`config.mk`:
```
export PLATFORM = sky130hd
export DESIGN_NAME = asi_w
export DESIGN_NICKNAME = d
export VERILOG_FILES = /design/src/rtl/axi_pkg.sv /design/src/rtl/axi_addr_gen.sv /design/src/rtl/asi_w.sv
export SDC_FILE = /design/constraint.sdc
export NUM_CORES = 1
export LEC_CHECK = 0
export CAP_MARGIN = 20
export CELL_PAD_IN_SITES_DETAIL_PLACEMENT = 0
export CELL_PAD_IN_SITES_GLOBAL_PLACEMENT = 1
export CORE_MARGIN = 4
export CORE_UTILIZATION = 34
export DETAILED_ROUTE_END_ITERATION = 8
export HOLD_SLACK_MARGIN = 0.05
export PLACE_DENSITY = 0.79
export SLEW_MARGIN = 5
export SYNTH_ARGS = -nofsm -noshare
export SYNTH_HDL_FRONTEND = slang
export SYNTH_SLANG_ARGS = --single-unit
```
`constraint.sdc`:
```
create_clock -name ACLK -period 12.12 [get_ports ACLK]
set_input_delay 1.212 -clock ACLK [delete_from_list [all_inputs] [get_ports ACLK]]
set_output_delay 1.212 -clock ACLK [all_outputs]
set_load 0.02 [all_outputs]
```
`src/rtl/axi_pkg.sv`:
```
// Shared AXI definitions: burst/response encodings, slave FSM states,
// and beat-size helper used by the slave-side write/read interfaces.
package axi_pkg;

    localparam logic [1:0] BURST_FIXED = 2'b00;
    localparam logic [1:0] BURST_INCR  = 2'b01;
    localparam logic [1:0] BURST_WRAP  = 2'b10;

    localparam logic [1:0] RESP_OKAY   = 2'b00;
    localparam logic [1:0] RESP_SLVERR = 2'b10;

    typedef enum logic [1:0] {
        ASI_IDLE = 2'd0,
        ASI_DATA = 2'd1,
        ASI_RESP = 2'd2
    } asi_state_t;

    function automatic int unsigned beat_bytes(input logic [7:0] size);
        return 32'd1 << size;
    endfunction

endpackage

```
`src/rtl/axi_addr_gen.sv`:
```
// Next-beat address for FIXED/INCR/WRAP bursts; purely combinational.
// INCR realigns an unaligned start; WRAP folds back to the wrap window base.
module axi_addr_gen
    import axi_pkg::*;
#(
    parameter int AXI_AW = 32,
    parameter int AXI_LW = 8,
    parameter int AXI_SW = 3
) (
    input  logic [AXI_AW-1:0] addr,
    input  logic [AXI_SW-1:0] size,
    input  logic [AXI_LW-1:0] len,
    input  logic [1:0]        burst,
    output logic [AXI_AW-1:0] next_addr
);

    logic [AXI_AW-1:0] bytes;
    logic [AXI_AW-1:0] wsize;
    logic [AXI_AW-1:0] aligned;
    logic [AXI_AW-1:0] incr;
    logic [AXI_AW-1:0] low;

    always_comb begin
        bytes   = {{(AXI_AW-1){1'b0}}, 1'b1} << size;
        wsize   = bytes * (AXI_AW'(len) + AXI_AW'(1));
        aligned = addr & ~(bytes - AXI_AW'(1));
        incr    = aligned + bytes;
        low     = addr & ~(wsize - AXI_AW'(1));
        unique case (burst)
            BURST_FIXED: next_addr = addr;
            BURST_INCR:  next_addr = incr;
            BURST_WRAP:  next_addr = (incr == low + wsize) ? low : incr;
            default:     next_addr = addr;
        endcase
    end

endmodule

```
`src/rtl/asi_w.sv`:
```
// AXI write-side slave: one burst in flight, beats forwarded to a
// memory-style user port, one B response per burst.
module asi_w
    import axi_pkg::*;
#(
    parameter int AXI_DW     = 128,
    parameter int AXI_AW     = 32,
    parameter int AXI_IW     = 8,
    parameter int AXI_LW     = 8,
    parameter int AXI_SW     = 3,
    parameter int AXI_WSTRBW = AXI_DW / 8
) (
    input  logic                  ACLK,
    input  logic                  ARESET,
    input  logic [AXI_IW-1:0]     AWID,
    input  logic [AXI_AW-1:0]     AWADDR,
    input  logic [AXI_LW-1:0]     AWLEN,
    input  logic [AXI_SW-1:0]     AWSIZE,
    input  logic [1:0]            AWBURST,
    input  logic                  AWVALID,
    output logic                  AWREADY,
    input  logic [AXI_DW-1:0]     WDATA,
    input  logic [AXI_WSTRBW-1:0] WSTRB,
    input  logic                  WLAST,
    input  logic                  WVALID,
    output logic                  WREADY,
    output logic [AXI_IW-1:0]     BID,
    output logic [1:0]            BRESP,
    output logic                  BVALID,
    input  logic                  BREADY,
    output logic                  usr_we,
    output logic [AXI_AW-1:0]     usr_waddr,
    output logic [AXI_DW-1:0]     usr_wdata,
    output logic [AXI_WSTRBW-1:0] usr_wstrb,
    input  logic                  usr_wready
);

    asi_state_t        state;
    logic [AXI_IW-1:0] id_q;
    logic [AXI_AW-1:0] addr_q;
    logic [AXI_LW-1:0] len_q;
    logic [AXI_SW-1:0] size_q;
    logic [1:0]        burst_q;
    logic [AXI_LW-1:0] beat_cc;
    logic              err;
    logic              bad_aw;

    logic              aw_hs;
    logic              hs;
    logic              last_beat;
    logic              last_err;
    logic              wrap_len_ok;
    logic              aw_illegal;
    logic [AXI_AW-1:0] next_addr;

    assign aw_hs     = AWVALID & AWREADY;
    assign WREADY    = (state == ASI_DATA) & usr_wready;
    assign hs        = WVALID & WREADY;
    assign last_beat = (beat_cc == len_q);
    assign last_err  = (WLAST != last_beat);

    assign usr_we    = hs & ~bad_aw;
    assign usr_waddr = addr_q;
    assign usr_wdata = WDATA;
    assign usr_wstrb = WSTRB;

    assign wrap_len_ok = (AWLEN == AXI_LW'(1)) || (AWLEN == AXI_LW'(3)) ||
                         (AWLEN == AXI_LW'(7)) || (AWLEN == AXI_LW'(15));
    assign aw_illegal  = (AWBURST == 2'b11) ||
                         (beat_bytes(8'(AWSIZE)) > AXI_WSTRBW) ||
                         ((AWBURST == BURST_WRAP) && !wrap_len_ok);

    axi_addr_gen #(
        .AXI_AW (AXI_AW),
        .AXI_LW (AXI_LW),
        .AXI_SW (AXI_SW)
    ) u_addr_gen (
        .addr      (addr_q),
        .size      (size_q),
        .len       (len_q),
        .burst     (burst_q),
        .next_addr (next_addr)
    );

    always_ff @(posedge ACLK or posedge ARESET) begin
        if (ARESET) begin
            state   <= ASI_IDLE;
            AWREADY <= 1'b0;
            BVALID  <= 1'b0;
            BID     <= '0;
            BRESP   <= RESP_OKAY;
            id_q    <= '0;
            addr_q  <= '0;
            len_q   <= '0;
            size_q  <= '0;
            burst_q <= BURST_FIXED;
            beat_cc <= '0;
            err     <= 1'b0;
            bad_aw  <= 1'b0;
        end else begin
            unique case (state)
                ASI_IDLE: begin
                    if (aw_hs) begin
                        id_q    <= AWID;
                        addr_q  <= AWADDR;
                        len_q   <= AWLEN;
                        size_q  <= AWSIZE;
                        burst_q <= AWBURST;
                        beat_cc <= '0;
                        err     <= aw_illegal;
                        bad_aw  <= aw_illegal;
                        AWREADY <= 1'b0;
                        state   <= ASI_DATA;
                    end else begin
                        AWREADY <= 1'b1;
                    end
                end
                ASI_DATA: begin
                    if (hs) begin
                        beat_cc <= beat_cc + AXI_LW'(1);
                        addr_q  <= next_addr;
                        if (last_err) err <= 1'b1;
                        // Burst closes on beat count; WLAST only flags errors
                        if (last_beat) begin
                            BVALID <= 1'b1;
                            BID    <= id_q;
                            BRESP  <= (err | last_err) ? RESP_SLVERR : RESP_OKAY;
                            state  <= ASI_RESP;
                        end
                    end
                end
                ASI_RESP: begin
                    if (BREADY) begin
                        BVALID  <= 1'b0;
                        AWREADY <= 1'b1;
                        state   <= ASI_IDLE;
                    end
                end
                default: state <= ASI_IDLE;
            endcase
        end
    end

endmodule

```
==> results.md <==
- Buffers inserted by post-CTS timing repair: 0
- Die Y-Extent: approximately 190 um
- Bufs on Longest Clock Path: 2
- CTS-repair resized insts: 0
- Vias after detailed routing: ~11000
- Synth-to-Final Area Change: 5.55%
- Synth Register Bits: 76
- CTS tree: yes
- Die outline area: between 30000 and 40000 um^2
- Setup repair after global routing missed its margin: false
- Initial antenna violation count: 0
- Dpl cells: 1887
- Post-Syn Instances: 1540
- # IOs: 394
- Finished Layout Cells: around 1900
- Slew Viols, Final: 0
- Fill cells: approximately 3600
- Share of post-route cells with drive strength above 1: approximately 6.2%
- Delay contributed by the slowest stage of the critical path: 0.83 ns
- Total length of routed wires: ~38000 um
- Count of inserted antenna diode cells: 0
- Arrival @ worst endpoint: between 10 and 15 ns
- Count of nets left with antenna violations after detail routing: 0
- Number of clock buffers inserted by TritonCTS: 9
- Number of detailed-routing iterations run before antenna repair: 7
- Leakage power: 5.26 nW
- Cell area after synthesis: around 12000 um^2
- Routed length per instance: approximately 20 um
- Ratio of routed vias to standard cells: roughly 5.8
- Count of standard-cell rows: between 60 and 70
- Number of setup violations in the final report: 0
- Core area: approximately 34000 um^2
- Cell mode on critical path: sky130_fd_sc_hd__fa_1
- Initial Utilization: 34.8%
- Int Pwr: roughly 0.0016 W
- Worst-case setup slack after placement: 1.58 ns
- Fraction of the cycle the final worst path needs: about nine tenths
- Post-synth net total: 1841
- Slew margin rel.: 26.1%
- Number of levels the H-tree was split into: 3
- Required @ worst endpoint: between 10 and 15 ns
- Synthesized area divided by synthesized cell count: 7.66 um^2
- Power share of the sequential group: 15.6%
- Net switching power of the design: roughly 0.0021 W
- Number of max-cap violations: 0
- DRC violations left: 0
- Via count of the first global-routing pass: roughly 11000
- Largest fanout of any net on the critical path: 27
- Starting DRT DRC Count: about 940
- Setup Crit Path Kind: reg2reg
- Portion of total power attributed to combinational logic: 76.2%
- Overall Global Routing Usage: 19.5%
- Synth cell types: ~100
- Setup slack after layout: 1.41 ns
- Sinks on Clock Net: 76
- Class of the tightest hold or removal check: reg2reg
- Power per Cell Area: about 300 nW/um^2
- First-pass GRT wire length: 60400 um
- Placer Congestion: approximately 0.96
- Register clock-pin slew on the reported worst setup and hold paths: roughly 0.060 ns
- Fraction of registers with async set or reset after synthesis: 100%
- Cell at the slowest stage of the critical path: sky130_fd_sc_hd__dfrtp_1
- Port buffer count: around 100
- Proportion of total power due to net switching: between 50% and 60%
- Fin Setup TNS: 0 ns
- Max Fclk: between 90 and 100 MHz
- CTS hold repair buffers: 0
- Number of enable-type register cells in the synthesized netlist: 0
- HPWL after DPL: roughly 30000 um
- Buf/Inv on CP: 3
- Worst ir drop on vdd: around 0.14 mV
- Worst skew pair latency: approximately 0.35 ns
- CP Capture Type: flip-flop
- Yosys warns: 0
- Final critical delay including setup and external delays: 10.71 ns
- Fin nets: around 1800
- Cell at the root of the clock tree: sky130_fd_sc_hd__clkbuf_16
- Result of the run: completed
- Total grt overflow: 0
- Largest net degree at the start of global routing: 77
- Slew at the pin closest to its max-slew limit: 1.11 ns
- Element type at the critical path start: flip-flop
- Top cell family by delay on the critical path: simple AND/OR/NAND/NOR gates
- Die W: around 200 um
- Dominant synthesized flop cell: sky130_fd_sc_hd__dfrtp_1
- Post-synthesis sequential area ratio: between 10% and 20%
- Relative contribution of the clock network to total power: between 8 and 9%
- Final hold violations: 0
- Clock skew after layout: approximately 0.016 ns
[sequential cells by signal, summed over array words and instances (netlist names)]
| signal | flops |
|---|---|
| usr_waddr | 32 |
| BID | 8 |
| beat_cc | 8 |
| id_q | 8 |
| len_q | 8 |
| size_q | 3 |
| burst_q | 2 |
| state | 2 |
| AWREADY | 1 |
| BRESP | 1 |
| BVALID | 1 |
| bad_aw | 1 |
| err | 1 |
[cells by family after synthesis]
group	after synthesis	share of synthesized area, %
AOI/OAI and AO/OA	325	18.7
xor gates and xnor gates	97	7.51
adders and majority gates	97	13.1
buffers and inverters	301	14.8
DFF	76	16.1
muxes	36	3.24
other	1	0.0318
and+or+nand+nor	607	26.5
[synthesized netlist by cell type, types with 36 or more instances]
cell type,number,area (um^2)
sky130_fd_sc_hd__nand2_1,180,676
sky130_fd_sc_hd__buf_4,150,1130
sky130_fd_sc_hd__nor2_1,128,480
sky130_fd_sc_hd__a21oi_1,87,435
sky130_fd_sc_hd__inv_1,82,308
sky130_fd_sc_hd__dfrtp_1,76,1900
sky130_fd_sc_hd__nand3_1,59,295
sky130_fd_sc_hd__o21ai_0,56,280
sky130_fd_sc_hd__xnor2_1,54,473
sky130_fd_sc_hd__ha_1,53,663
sky130_fd_sc_hd__clkbuf_1,48,180
sky130_fd_sc_hd__fa_1,44,881
sky130_fd_sc_hd__xor2_1,40,350
sky130_fd_sc_hd__and3_1,36,225
[final timing paths]
| kind | start | to | slack [ns] | cells past startpoint |
|---|---|---|---|---|
| setup reg to reg | size_q[1] | usr_waddr[10] | 1.41 | 33 |
| max in group asynchronous | ARESET | beat_cc[2] | 10.24 | 4 |
| setup / recovery | size_q[1] | usr_waddr[10] | 1.41 | 33 |
| min in group asynchronous | ARESET | usr_waddr[7] | 1.29 | 3 |
| hold reg to reg | id_q[6] | id_q[6] | 0.47 | 2 |
| hold / removal | id_q[6] | id_q[6] | 0.47 | 2 |
[final cells by class]
class,count,area (um^2),area share (%)
clock buffer,11,243,1.95
clock inverter,5,82.6,0.664
inverter,83,313,2.51
multi-input combinational,1163,8170,65.6
sequential,76,1900,15.3
tap,448,561,4.50
timing repair buffer,119,1180,9.46
[power groups by stage]
stage / Clock (W) / Combinational, W / Sequential (W)
after global placement: 0 / 0.00276 / 0.000576
final: 0.000305 / 0.00282 / 0.000578
after detailed placement: 0 / 0.00276 / 0.000578
after floorplan: 0 / 0.00213 / 0.000506
after CTS: 0.000312 / 0.00278 / 0.000572
after global routing: 0.000318 / 0.00309 / 0.000599
[metrics by stage]
step / utilization (%) / total power (W) / hold WS [ns] / instance area, um^2
global placement: 35.7 / 0.00334 / 0.455 / 12100
floorplan: - / 0.00263 / 0.440 / 11800
CTS: 36.6 / 0.00366 / 0.473 / 12400
detailed placement: 35.7 / 0.00333 / 0.457 / 12100
global route: 36.7 / 0.00401 / 0.488 / 12400
finish: 36.7 / 0.00370 / 0.471 / 12400
[worst reg2reg max path, delay by kind of cell, from the launching register on]
kind | cells | cell delay (ns)
xor gates and xnor gates | 3 | 0.98
DFF | 1 | 0.83
adders and majority gates | 6 | 2.81
AOI/OAI and AO/OA | 8 | 2.18
buffers and inverters | 3 | 0.15
muxes | 1 | 0.36
and+or+nand+nor | 12 | 3.31
[placed cells by master, fill, tap and decap left out, types with 10 or more instances in the layout]
cell                                n
sky130_fd_sc_hd__nand2_1          180
sky130_fd_sc_hd__nor2_1           127
sky130_fd_sc_hd__clkdlybuf4s50_1  104
sky130_fd_sc_hd__a21oi_1           87
sky130_fd_sc_hd__inv_1             81
sky130_fd_sc_hd__dfrtp_1           76
sky130_fd_sc_hd__nand3_1           59
sky130_fd_sc_hd__o21ai_0           56
sky130_fd_sc_hd__xnor2_1           54
sky130_fd_sc_hd__ha_1              53
sky130_fd_sc_hd__fa_1              44
sky130_fd_sc_hd__xor2_1            40
sky130_fd_sc_hd__and3_1            36
sky130_fd_sc_hd__nor3_1            33
sky130_fd_sc_hd__nand4_1           27
sky130_fd_sc_hd__and2_1            23
sky130_fd_sc_hd__mux2i_1           19
sky130_fd_sc_hd__nand2b_1          17
sky130_fd_sc_hd__a31oi_1           17
sky130_fd_sc_hd__mux2_2            16
sky130_fd_sc_hd__a211oi_1          15
sky130_fd_sc_hd__o21a_1            15
sky130_fd_sc_hd__buf_4             13
sky130_fd_sc_hd__nor2b_1           11
sky130_fd_sc_hd__nor3b_1           11
sky130_fd_sc_hd__o21ai_1           10
sky130_fd_sc_hd__nand3b_1          10
sky130_fd_sc_hd__o22ai_1           10
sky130_fd_sc_hd__or3_1             10
[per-layer routing]
| metal | global-route usage, % | vias to the layer above | part of all wire, % |
|---|---|---|---|
| met5 | 0 | - | 0 |
| met4 | 7.21 | 0 | 3.2 |
| met3 | 2.54 | 94 | 7.2 |
| met2 | 30.2 | 525 | 44 |
| met1 | 27.9 | 5310 | 46 |
| li1 | - | 5094 | - |
Note: power is estimated with default switching activity, not from simulation.
